===== src/rtl/floppy_stepper.sv =====
// Floppy drive stepper tone generator: steps the head every `period` ticks,
// bouncing between track 0 and TRACKS-1. Define FLOPPY_HOME_EN to add a homing sequence after reset.
module floppy_stepper #(
  parameter int PRESCALE     = 2500,
  parameter int TRACKS       = 80,
  parameter int PULSE_CYCLES = 50
) (
  input  logic       clk,
  input  logic       rst,
  input  logic [7:0] period,
  output logic       step_n,
  output logic       dir,
  output logic [6:0] track,
  output logic       busy
);

  localparam int PW = $clog2(PRESCALE);
  localparam int CW = $clog2(PULSE_CYCLES + 1);

  typedef enum logic [1:0] {
    S_IDLE,
    S_RUN
`ifdef FLOPPY_HOME_EN
    , S_HOME
`endif
  } state_t;

`ifdef FLOPPY_HOME_EN
  localparam state_t RST_STATE = S_HOME;
  localparam logic   RST_DIR   = 1'b1;
`else
  localparam state_t RST_STATE = S_IDLE;
  localparam logic   RST_DIR   = 1'b0;
`endif

  state_t          state, nstate;
  logic [PW-1:0]   pre;
  logic            tick;
  logic [7:0]      period_q;
  logic [7:0]      count;
  logic [CW-1:0]   pcnt;
  logic            run_step;
  logic            step_ev;

`ifdef FLOPPY_HOME_EN
  logic [5:0]      hcnt;
  logic [7:0]      hsteps;
  logic            home_step;
`endif

  assign tick = (pre == PW'(PRESCALE - 1));

  always_ff @(posedge clk) begin
    if (rst) state <= RST_STATE;
    else     state <= nstate;
  end

  always_comb begin
    nstate   = state;
    run_step = 1'b0;
`ifdef FLOPPY_HOME_EN
    home_step = 1'b0;
`endif
    case (state)
      S_IDLE: if (period_q != 8'd0) nstate = S_RUN;
      S_RUN: begin
        if (period_q == 8'd0)
          nstate = S_IDLE;
        else if (tick && (({1'b0, count} + 9'd1) >= {1'b0, period_q}))
          run_step = 1'b1;
      end
`ifdef FLOPPY_HOME_EN
      S_HOME: begin
        // One pulse per 64 ticks; leave only after the final pulse has ended.
        if (tick && hcnt == 6'd63 && hsteps != 8'(TRACKS))
          home_step = 1'b1;
        if (hsteps == 8'(TRACKS) && step_n)
          nstate = S_IDLE;
      end
`endif
      default: nstate = S_IDLE;
    endcase
  end

`ifdef FLOPPY_HOME_EN
  assign step_ev = run_step | home_step;
  assign busy    = (state == S_HOME);
`else
  assign step_ev = run_step;
  assign busy    = 1'b0;
`endif

  always_ff @(posedge clk) begin
    if (rst) begin
      pre      <= '0;
      period_q <= '0;
      count    <= '0;
      pcnt     <= '0;
      step_n   <= 1'b1;
      track    <= '0;
      dir      <= RST_DIR;
`ifdef FLOPPY_HOME_EN
      hcnt     <= '0;
      hsteps   <= '0;
`endif
    end else begin
      pre      <= tick ? '0 : pre + PW'(1);
      period_q <= period;

      if (state == S_RUN && nstate == S_RUN) begin
        if (tick) count <= run_step ? 8'd0 : count + 8'd1;
      end else begin
        count <= 8'd0;
      end

      // Pulse runs independently of the FSM so a stop mid-pulse still completes it.
      if (step_ev) begin
        step_n <= 1'b0;
        pcnt   <= CW'(PULSE_CYCLES - 1);
      end else if (!step_n) begin
        if (pcnt == '0) step_n <= 1'b1;
        else            pcnt   <= pcnt - CW'(1);
      end

      if (run_step) begin
        if (!dir) begin
          track <= track + 7'd1;
          if (track + 7'd1 == 7'(TRACKS - 1)) dir <= 1'b1;
        end else begin
          track <= track - 7'd1;
          if (track - 7'd1 == 7'd0) dir <= 1'b0;
        end
      end

`ifdef FLOPPY_HOME_EN
      if (state == S_HOME) begin
        if (tick)      hcnt   <= hcnt + 6'd1;
        if (home_step) hsteps <= hsteps + 8'd1;
        if (nstate == S_IDLE) dir <= 1'b0;
      end
`endif
    end
  end

endmodule


===== config.mk =====
export PLATFORM = sky130hd
export DESIGN_NAME = floppy_stepper
export DESIGN_NICKNAME = d
export VERILOG_FILES = /design/src/rtl/floppy_stepper.sv
export SDC_FILE = /design/constraint.sdc
export NUM_CORES = 1
export LEC_CHECK = 0
export ABC_AREA = 0
export CAP_MARGIN = 15
export CORE_MARGIN = 1
export CORE_UTILIZATION = 50
export CTS_CLUSTER_SIZE = 20
export DETAILED_ROUTE_END_ITERATION = 7
export PLACE_DENSITY_LB_ADDON = 0.08
export SLEW_MARGIN = 20
export SYNTH_ARGS = -nofsm -noshare
export SYNTH_HDL_FRONTEND = slang
export SYNTH_SLANG_ARGS = --single-unit

===== constraint.sdc =====
create_clock -name clk -period 3.4 [get_ports clk]
set_clock_uncertainty 0.15 [all_clocks]
set_input_delay 0.34 -clock clk [delete_from_list [all_inputs] [get_ports clk]]
set_output_delay 0.34 -clock clk [all_outputs]
set_load 0.005 [all_outputs]

==> After elaboration in Yosys (flattened, before gate mapping) <==
Index checks and enable logic that the tools add are counted.
{ "op_classes": {"addsub": 6, "order_cmp": 1, "n_eq_ne": 6, "muxes": 17, "bitwise_logic": 3, "reduce_logical": 12} }
{ "op_table": {"columns": ["cell", "count"], "rows": [
  ["two-way mux 6 bit", 3],
  ["adder 12 x 1 -> 12 bit, second input constant", 1],
  ["equality test 12 bit, second input constant", 1],
  ["adder 8 x 1 -> 9 bit, second input constant", 1],
  [">= comparator 9 x 8 -> 1 bit", 1],
  ["two-way mux 1 bit", 9],
  ["adder 8 x 1 -> 8 bit, second input constant", 1],
  ["zero test 8 bit", 1],
  ["two-way mux 8 bit", 1],
  ["nonzero test 8 bit", 1],
  ["adder 7 x 1 -> 7 bit, second input constant", 1],
  ["equality test 7 bit, second input constant", 1],
  ["zero test 7 bit", 1],
  ["two-way mux 7 bit", 1],
  ["subtractor 7 x 1 -> 7 bit, second input constant", 1],
  ["zero test 6 bit", 1],
  ["OR reduction 2 bit", 3],
  ["subtractor 6 x 1 -> 6 bit, second input constant", 1],
  ["equality test 2 x 1 -> 1 bit, second input constant", 2],
  ["two-way mux 2 bit", 2],
  ["case mux 2 bit (2 select lines)", 1],
  ["AND reduction 2 bit", 2],
  ["inverter 1 bit", 3],
  ["logical AND 1 bit", 2],
  ["3 further kinds", 3]
]} }
{ "totals": {"reg_bits": 45, "input_bits": 10, "output_inout_bits": 10, "word_cells": 54} }

==> Depth between registers and ports, before layout <==
Gate-level depths: netlist of the first run.
{ "depth": {"ltp_word": 8, "depth_mapped": 14, "mapped_depth_nobuf": 12} }

==> Least setup slack after synthesis of the first run <==
Ideal clock, no wire load.
{ "synth_path": {"path_kind": "register -> register", "start": "register count[2]", "end": "register track[1]", "setup_ns": 0.086, "arrival_ns": 2.705, "required_time_ns": 3.164, "setup_slack_ns": 0.459, "stages_incl_launch_ff": 14, "n_path_buf": 2, "synth_period_minus_slack_ns": 2.941, "path_cell_list": "dfxtp_1 nand3_1 or2_2 nor2_1 xor2_1 ha_1 nand3_1 nor2_1 a2111oi_2 or2_1 clkbuf_2 buf_2 nor2_1 a211oi_1"} }
{ "synth_between": {"elab_chain_len": 6} }
{ "synth_rtl": {"columns": ["element", "line", "text"], "rows": [
  ["start: declaration", "40", "logic [7:0] count;"],
  ["start signal: assignment", "111", "if (tick) count <= run_step ? 8'd0 : count + 8'd1;"],
  ["adder 8 x 1 -> 9 bit", "69", "else if (tick && (({1'b0, count} + 9'd1) >= {1'b0, period_q}))"],
  [">= comparator 9 x 8 -> 1 bit", "69", null],
  ["logical AND 1 bit", "69", null],
  ["two-way mux 1 bit", "69", null],
  ["two-way mux 1 bit", "67", "if (period_q == 8'd0)"],
  ["two-way mux 1 bit", "64", "case (state)"],
  ["end signal: assignment", "127", "track <= track + 7'd1;"],
  ["end signal: assignment", "130", "track <= track - 7'd1;"],
  ["end: declaration", "13", "output logic [6:0] track,"]
]} }
No other way between the ends.
A chain may end at the register's enable or synchronous reset.

==> Worst setup path in the final report of the first run <==
{ "layout_path": {"start": "register count[2]", "end": "register count[0]"} }
{ "layout_between": {"elab_chain_len": 7} }
{ "layout_rtl": {"columns": ["element", "line"], "rows": [
  ["adder 8 x 1 -> 9 bit", "69"],
  [">= comparator 9 x 8 -> 1 bit", "69"],
  ["logical AND 1 bit", "69"],
  ["two-way mux 1 bit", "69"],
  ["two-way mux 1 bit", "67"],
  ["two-way mux 1 bit", "64"],
  ["two-way mux 8 bit", "111"]
]} }
No other way between the ends.

==> impl_metrics.py, run 1 <==
metrics = {
    "pwr": {
        "finalPower_mw": 0.923,
        "vdd.ir_drop.worst_v": 0.000231,
        "p_per_area_mw_per_mm2": 347,
        "leakage_nw": 0.980,
    },
    "synth": {
        "yosysWarningCount": 0,
        "synth.avg_cell_area_sq_um": 8.56,
        "async_reset_ff_share_pct": 0,
        "yosys_most_used_dff": "dfxtp_1",
        "synth_seq_cells": 45,
        "yosysSeqAreaShare_pct": 38.4,
        "syn_inst": 274,
        "ys_types": 47,
        "netlist_area_sq_mm": 0.00234,
        "synth_edf_count": 0,
    },
    "floorplan": {
        "die_area_sq_mm": 0.00497,
        "initial_core_util_pct": 52.8,
        "rows": 24,
        "fp.dieH_um": 70.5,
        "die_x_um": 70.5,
        "core_area_sq_mm": 0.00444,
        "ios": 20,
    },
    "grt": {
        "antenna_found_initial": 0,
        "grt_pass1_wl_um": 7380,
        "grt_use_total_pct": 18.9,
        "grt_start_max_net_pins": 18,
        "grt_overflow": 0,
        "grt_pass1_vias": 1647,
    },
    "critical_path": {
        "path_class": "reg2reg",
        "crit_arrival_ns": 3.22,
        "end_kind": "flop",
        "reg2reg_depth": 12,
        "critPathBufInv": 1,
        "crit_fanout": 9,
        "start_kind": "flop",
        "path_delay_family": "simple AND/OR/NAND/NOR gates",
        "critical_path_depth": 12,
        "cp.required_ns": 3.48,
        "crit_chain": "nand3_1 -> or2_2 -> nor2_1 -> xor2_1 -> ha_1 -> nand3_1 -> nor2_1 -> a2111oi_2 -> buf_4 -> nor2_2 -> or3_1 -> a21oi_1",
        "cpPeakStageDelay_ns": 0.42,
        "slowest_stage": "dfxtp_1",
    },
    "route": {
        "wl_um": 4240,
        "drc": 4,
        "dr.pass1.iters": 6,
        "num_vias": 1788,
        "avgViaCountPerCell": 5.20,
        "first_iter_violations": 90,
        "postRouteAntennaNets": 0,
        "avgRoutedWirePerCell_um": 12.3,
    },
    "sta": {
        "hold_slack_ns": 0.310,
        "setup_violations": 0,
        "fmax_mhz": 318,
        "min_period_ns": 3.15,
        "rsz0062_at_grt": "false",
        "timing.final.ws_setup_ns": 0.254,
        "slew_headroom_pct": 62.2,
        "tns_ns": 0,
        "tightest_slew_ns": 0.565,
        "drv_slew": 0,
        "period_share_pct": 92.5,
        "hold_viol": 0,
    },
    "min_path": {
        "holdCritPathClass": "reg2reg",
        "hold_path_depth": 1,
    },
    "placed_design": {
        "hpwlAfterDp_um": 3200,
        "place_congestion": 0.919,
        "port_buffers": 18,
        "place_ws_ns": 0.167,
    },
    "finish": {
        "diodes": 0,
        "synthToLayoutAreaGrowth_pct": 13.6,
        "layout.nets": 318,
        "fill_cells": 418,
        "multi_input_area_sq_mm": 0.00133,
        "utilization_pct": 59.9,
        "layout-drive-gt1-share_pct": 7.19,
        "seq_area_sq_um": 901,
    },
    "outcome": {
        "violations": "DRC",
        "status": "finished, violations left",
    },
    "clocking": {
        "cts_sinks": 45,
        "cts-htree-levels": 2,
        "clock_path_buffers": 2,
        "cts_setup_buffers": 0,
        "cts_root_buf": "clkbuf_8",
        "numCtsBuffers": 5,
        "path_clk_slew_ns": 0.08,
        "cts_tree": "done",
        "clock_latency_ns": 0.29,
    },
    "job": {
        "cap_violations": 0,
    },
}
worst paths after layout:
check	start	end	slack (ns)
min reg2reg	pre[0]$_SDFF_PP0_	pre[0]$_SDFF_PP0_	0.31
min	pre[0]$_SDFF_PP0_	pre[0]$_SDFF_PP0_	0.31
max reg2reg	count[2]$_SDFFE_PP0N_	count[0]$_SDFFE_PP0N_	0.25
max	count[2]$_SDFFE_PP0N_	count[0]$_SDFFE_PP0N_	0.25
state kept, by name (all words and copies together) (netlist names):
register  count
period_q      8
count         8
track         7
dir           1
state         2
pcnt          6
step_n        1
pre          12
synthesized netlist by cell type (2+ instances only):
| cell type | n | area share [%] |
|---|---|---|
| dfxtp_1 | 45 | 38 |
| nor2_1 | 31 | 5.0 |
| a21oi_1 | 18 | 3.8 |
| nand2_1 | 18 | 2.9 |
| inv_1 | 17 | 2.7 |
| ha_1 | 16 | 8.5 |
| xor2_1 | 16 | 6.0 |
| nand3_1 | 15 | 3.2 |
| xnor2_1 | 15 | 5.6 |
| nor2b_1 | 11 | 2.9 |
| clkbuf_1 | 9 | 1.4 |
| nor3_1 | 8 | 1.7 |
| or3_1 | 7 | 1.9 |
| and3_1 | 3 | 0.80 |
| nand2b_1 | 3 | 0.80 |
| nor4_1 | 3 | 0.80 |
| o21ai_0 | 3 | 0.64 |
| o21ai_1 | 3 | 0.64 |
| a31oi_1 | 2 | 0.53 |
| a41oi_1 | 2 | 0.75 |
| nand3b_1 | 2 | 0.64 |
| nand4_1 | 2 | 0.53 |
logic make-up (layout without fill, tap and decap cells):
family | Yosys count | in the layout | share of synthesized area, %
compound gates | 36 | 36 | 9.39
xor+xnor | 31 | 31 | 11.6
fa+ha+maj | 16 | 16 | 8.54
mux | 1 | 1 | 0.427
other cells | 1 | 2 | 0.160
simple gates | 115 | 115 | 26.6
buf+inv | 29 | 46 | 4.91
flops | 45 | 45 | 38.4
worst reg2reg max path, stage by stage, from the launching register on:
cell and delay (ns):
dfxtp_1 0.42, nand3_1 0.16, or2_2 0.38, nor2_1 0.14, xor2_1 0.24, ha_1 0.29
nand3_1 0.12, nor2_1 0.07, a2111oi_2 0.40, buf_4 0.19, nor2_2 0.09, or3_1 0.31
a21oi_1 0.12
repair_timing:
action,CTS,global route
endpoints found under the setup margin,0,11
hold buffers,0,0
resized for setup,0,1
report_power, final:
part / internal (mW) / total [mW] / switching [mW]
clock: 0.161 / 0.334 / 0.173
sequential: 0.536 / 0.543 / 0.00673
combinational: 0.0248 / 0.0473 / 0.0225
layer usage:
layer,GRT usage [%],part of all wire [%],vias to the layer above
met5,0,0,-
met4,8.16,1.7,0
met3,3.46,2.5,7
met2,30.1,44,16
met1,25.1,51,807
li1,-,-,958
layout by cell type (no fill, tap or decap), types with 2 or more instances in the layout:
master	synthesis	final
conb_1	1	2
xor2_1	16	16
nand4_1	2	2
nor2_1	31	31
buf_4	1	4
nand3_1	15	15
xnor2_1	15	15
and3_1	3	3
clkbuf_8	0	6
ha_1	16	16
nand3b_1	2	2
nor4_1	3	3
or2_2	1	2
nor2b_1	11	11
dfxtp_1	45	45
o21ai_1	3	3
or3_1	7	7
inv_1	17	17
a21oi_1	18	18
nor3_1	8	8
clkdlybuf4s50_1	0	18
o21ai_0	3	3
a31oi_1	2	2
nand2b_1	3	3
a41oi_1	2	2
nand2_1	18	18
per-stage QoR:
step,instance area (sq um),cells
floorplan,2350,275
global placement,2570,337
detailed placement,2570,337
CTS,2660,344
global route,2660,344
finish,2660,344
layout make-up:
class                           count  area share [%]
Clock buffer                        6            3.10
Clock inverter                      1           0.282
Inverter                           17            2.40
Multi-Input combinational cell    201            50.0
Sequential cell                    45            33.8
Tap cell                           52            2.44
Timing Repair Buffer               22            7.89
Power figures use the tool's default switching activity.
==> run 2: changes to the inputs <==
--- a/config.mk
+++ b/config.mk
@@ -7,7 +7,7 @@
 export LEC_CHECK = 0
 export ABC_AREA = 0
 export CAP_MARGIN = 15
-export CORE_MARGIN = 1
+export CORE_MARGIN = 2
 export CORE_UTILIZATION = 50
 export CTS_CLUSTER_SIZE = 20
 export DETAILED_ROUTE_END_ITERATION = 7
==> impl_metrics.py, run 2 (synthesis gave the netlist of run 1 again) <==
metrics = {
    "min_path": {
        "holdCritPathClass": "reg2reg",
        "hold_path_depth": 1,
    },
    "clocking": {
        "clock_latency_ns": 0.29,
        "cts_tree": "done",
        "ctsResizeCount": 0,
        "numCtsBuffers": 5,
        "cts_sinks": 45,
        "clock_path_buffers": 2,
        "cts_setup_buffers": 0,
        "path_clk_slew_ns": 0.08,
        "cts_root_buf": "clkbuf_8",
        "postCtsHoldBufs": 0,
        "cts-htree-levels": 2,
    },
    "critical_path": {
        "cpPeakStageDelay_ns": 0.41,
        "end_kind": "flop",
        "crit_arrival_ns": 3.16,
        "reg2reg_depth": 12,
        "slowest_stage": "a2111oi_2",
        "path_class": "reg2reg",
        "cp.required_ns": 3.47,
        "start_kind": "flop",
        "crit_chain": "nand3_1 -> or2_2 -> nor2_1 -> xor2_1 -> ha_1 -> nand3_1 -> nor2_1 -> a2111oi_2 -> buf_4 -> nor2_2 -> or3_1 -> a21oi_1",
        "crit_fanout": 9,
    },
    "pwr": {
        "intPower_mw": 0.722,
        "p_per_area_mw_per_mm2": 345,
        "power_frac_clock_pct": 35.6,
        "combPwrFrac_pct": 5.1,
        "switching_power_mw": 0.194,
        "swShare_pct": 21.2,
        "p_seq_share_pct": 59.3,
        "vdd.ir_drop.worst_v": 0.000324,
        "leakage_nw": 0.981,
    },
    "placed_design": {
        "placedInstanceArea_sq_mm": 0.00257,
        "place_ws_ns": 0.189,
        "hpwlAfterDp_um": 3170,
        "place_congestion": 0.866,
        "place_inst": 337,
        "port_buffers": 18,
    },
    "grt": {
        "grt_overflow": 0,
        "grt_pass1_wl_um": 6920,
        "grt_pass1_vias": 1573,
        "grt_use_met2_pct": 26.9,
        "top_usage_layer": "met2",
        "grt_start_max_net_pins": 18,
        "grtUsageMet1_pct": 22.9,
        "antenna_found_initial": 0,
        "grt_use_total_pct": 16.8,
        "grt_use_met3_pct": 3.33,
    },
    "route": {
        "first_iter_violations": 42,
        "num_vias": 1781,
        "avgViaCountPerCell": 5.18,
        "drc": 0,
        "postRouteAntennaNets": 0,
        "wl_um": 4170,
        "dr.pass1.iters": 4,
        "avgRoutedWirePerCell_um": 12.1,
    },
    "finish": {
        "stdcell_count": 344,
        "multi_input_area_sq_mm": 0.00133,
        "largest_registers": "pre: 12 flops, count: 8 flops, period_q: 8 flops",
        "synthToLayoutAreaGrowth_pct": 13.4,
        "largest_reg_flops": 12,
        "regMostFlops": "pre",
        "diodes": 0,
        "final_cell_mix": "dfxtp_1 (45), nor2_1 (31), nand2_1 (18), a21oi_1 (18), clkdlybuf4s50_1 (18)",
        "layout.nets": 318,
        "final_cell_area_sq_mm": 0.00266,
        "layout-drive-gt1-share_pct": 6.85,
        "final_common_cell": "dfxtp_1",
        "seq_area_sq_um": 901,
        "fill_cells": 422,
    },
    "floorplan": {
        "fp.dieH_um": 72.5,
        "die_area_sq_mm": 0.00525,
        "die_x_um": 72.5,
        "core_area_sq_mm": 0.00444,
        "ios": 20,
        "rows": 24,
        "initial_core_util_pct": 52.8,
    },
    "sta": {
        "slew_headroom_pct": 65.1,
        "tns_ns": 0,
        "fmax_mhz": 323,
        "rsz0062_at_grt": "false",
        "drv_slew": 0,
        "period_share_pct": 91.0,
        "setup_violations": 0,
        "tightest_slew_ns": 0.522,
        "timing.final.ws_setup_ns": 0.306,
        "hold_viol": 0,
        "hold_slack_ns": 0.310,
        "min_period_ns": 3.09,
    },
    "outcome": {
        "status": "completed",
    },
    "job": {
        "cap_violations": 0,
    },
}
==> run 2: cell types whose count changed in the layout (fill, tap and decap cells not counted), sizes merged <==
cell | previous run | this run
clkbuf | 6 | 7
clkinvlp | 1 | 0
==> run 2: final timing paths <==
check	from	endpoint	slack [ns]
setup / recovery	count[2]$_SDFFE_PP0N_	count[0]$_SDFFE_PP0N_	0.31
hold / removal	pre[0]$_SDFF_PP0_	pre[0]$_SDFF_PP0_	0.31
setup reg to reg	count[2]$_SDFFE_PP0N_	count[0]$_SDFFE_PP0N_	0.31
hold reg to reg	pre[0]$_SDFF_PP0_	pre[0]$_SDFF_PP0_	0.31
==> run 2: critical path: cells and delay by family, from the launching register on <==
kind            cells  cell delay (ns)
flops               1             0.40
compound gates      2             0.53
xor+xnor            1             0.21
buf+inv             1             0.18
fa+ha+maj           1             0.28
simple gates        7             1.26
==> run 2: layout make-up <==
class	instances	area share, %
inverters	17	2.40
clock buffers	7	3.25
well taps	52	2.45
flip-flops and latches	45	33.9
repair buffers	22	7.91
multi-input cells	201	50.1
==> run 2: per-layer routing <==
| metal | vias to the layer above | share of wire (%) |
|---|---|---|
| li1 | 957 | - |
| met1 | 805 | 53 |
| met2 | 17 | 44 |
| met3 | 2 | 2.0 |
| met4 | 0 | 0.70 |
| met5 | - | 0 |
==> run 2: through the flow <==
| step | total power, mW | utilization [%] |
|---|---|---|
| after global routing | 0.953 | 59.8 |
| after CTS | 0.928 | 59.8 |
| after detailed placement | 0.603 | 57.9 |
| after floorplan | 0.583 | - |
| final | 0.916 | 59.8 |
| after global placement | 0.602 | 57.9 |
==> run 2: power groups by stage <==
stage               sequential (mW)  combinational, mW  clock [mW]
floorplan                     0.554             0.0298           0
finish                        0.543             0.0470       0.326
CTS                           0.543             0.0476       0.337
detailed placement            0.555             0.0474           0
global route                  0.544             0.0533       0.356
global placement              0.555             0.0471           0
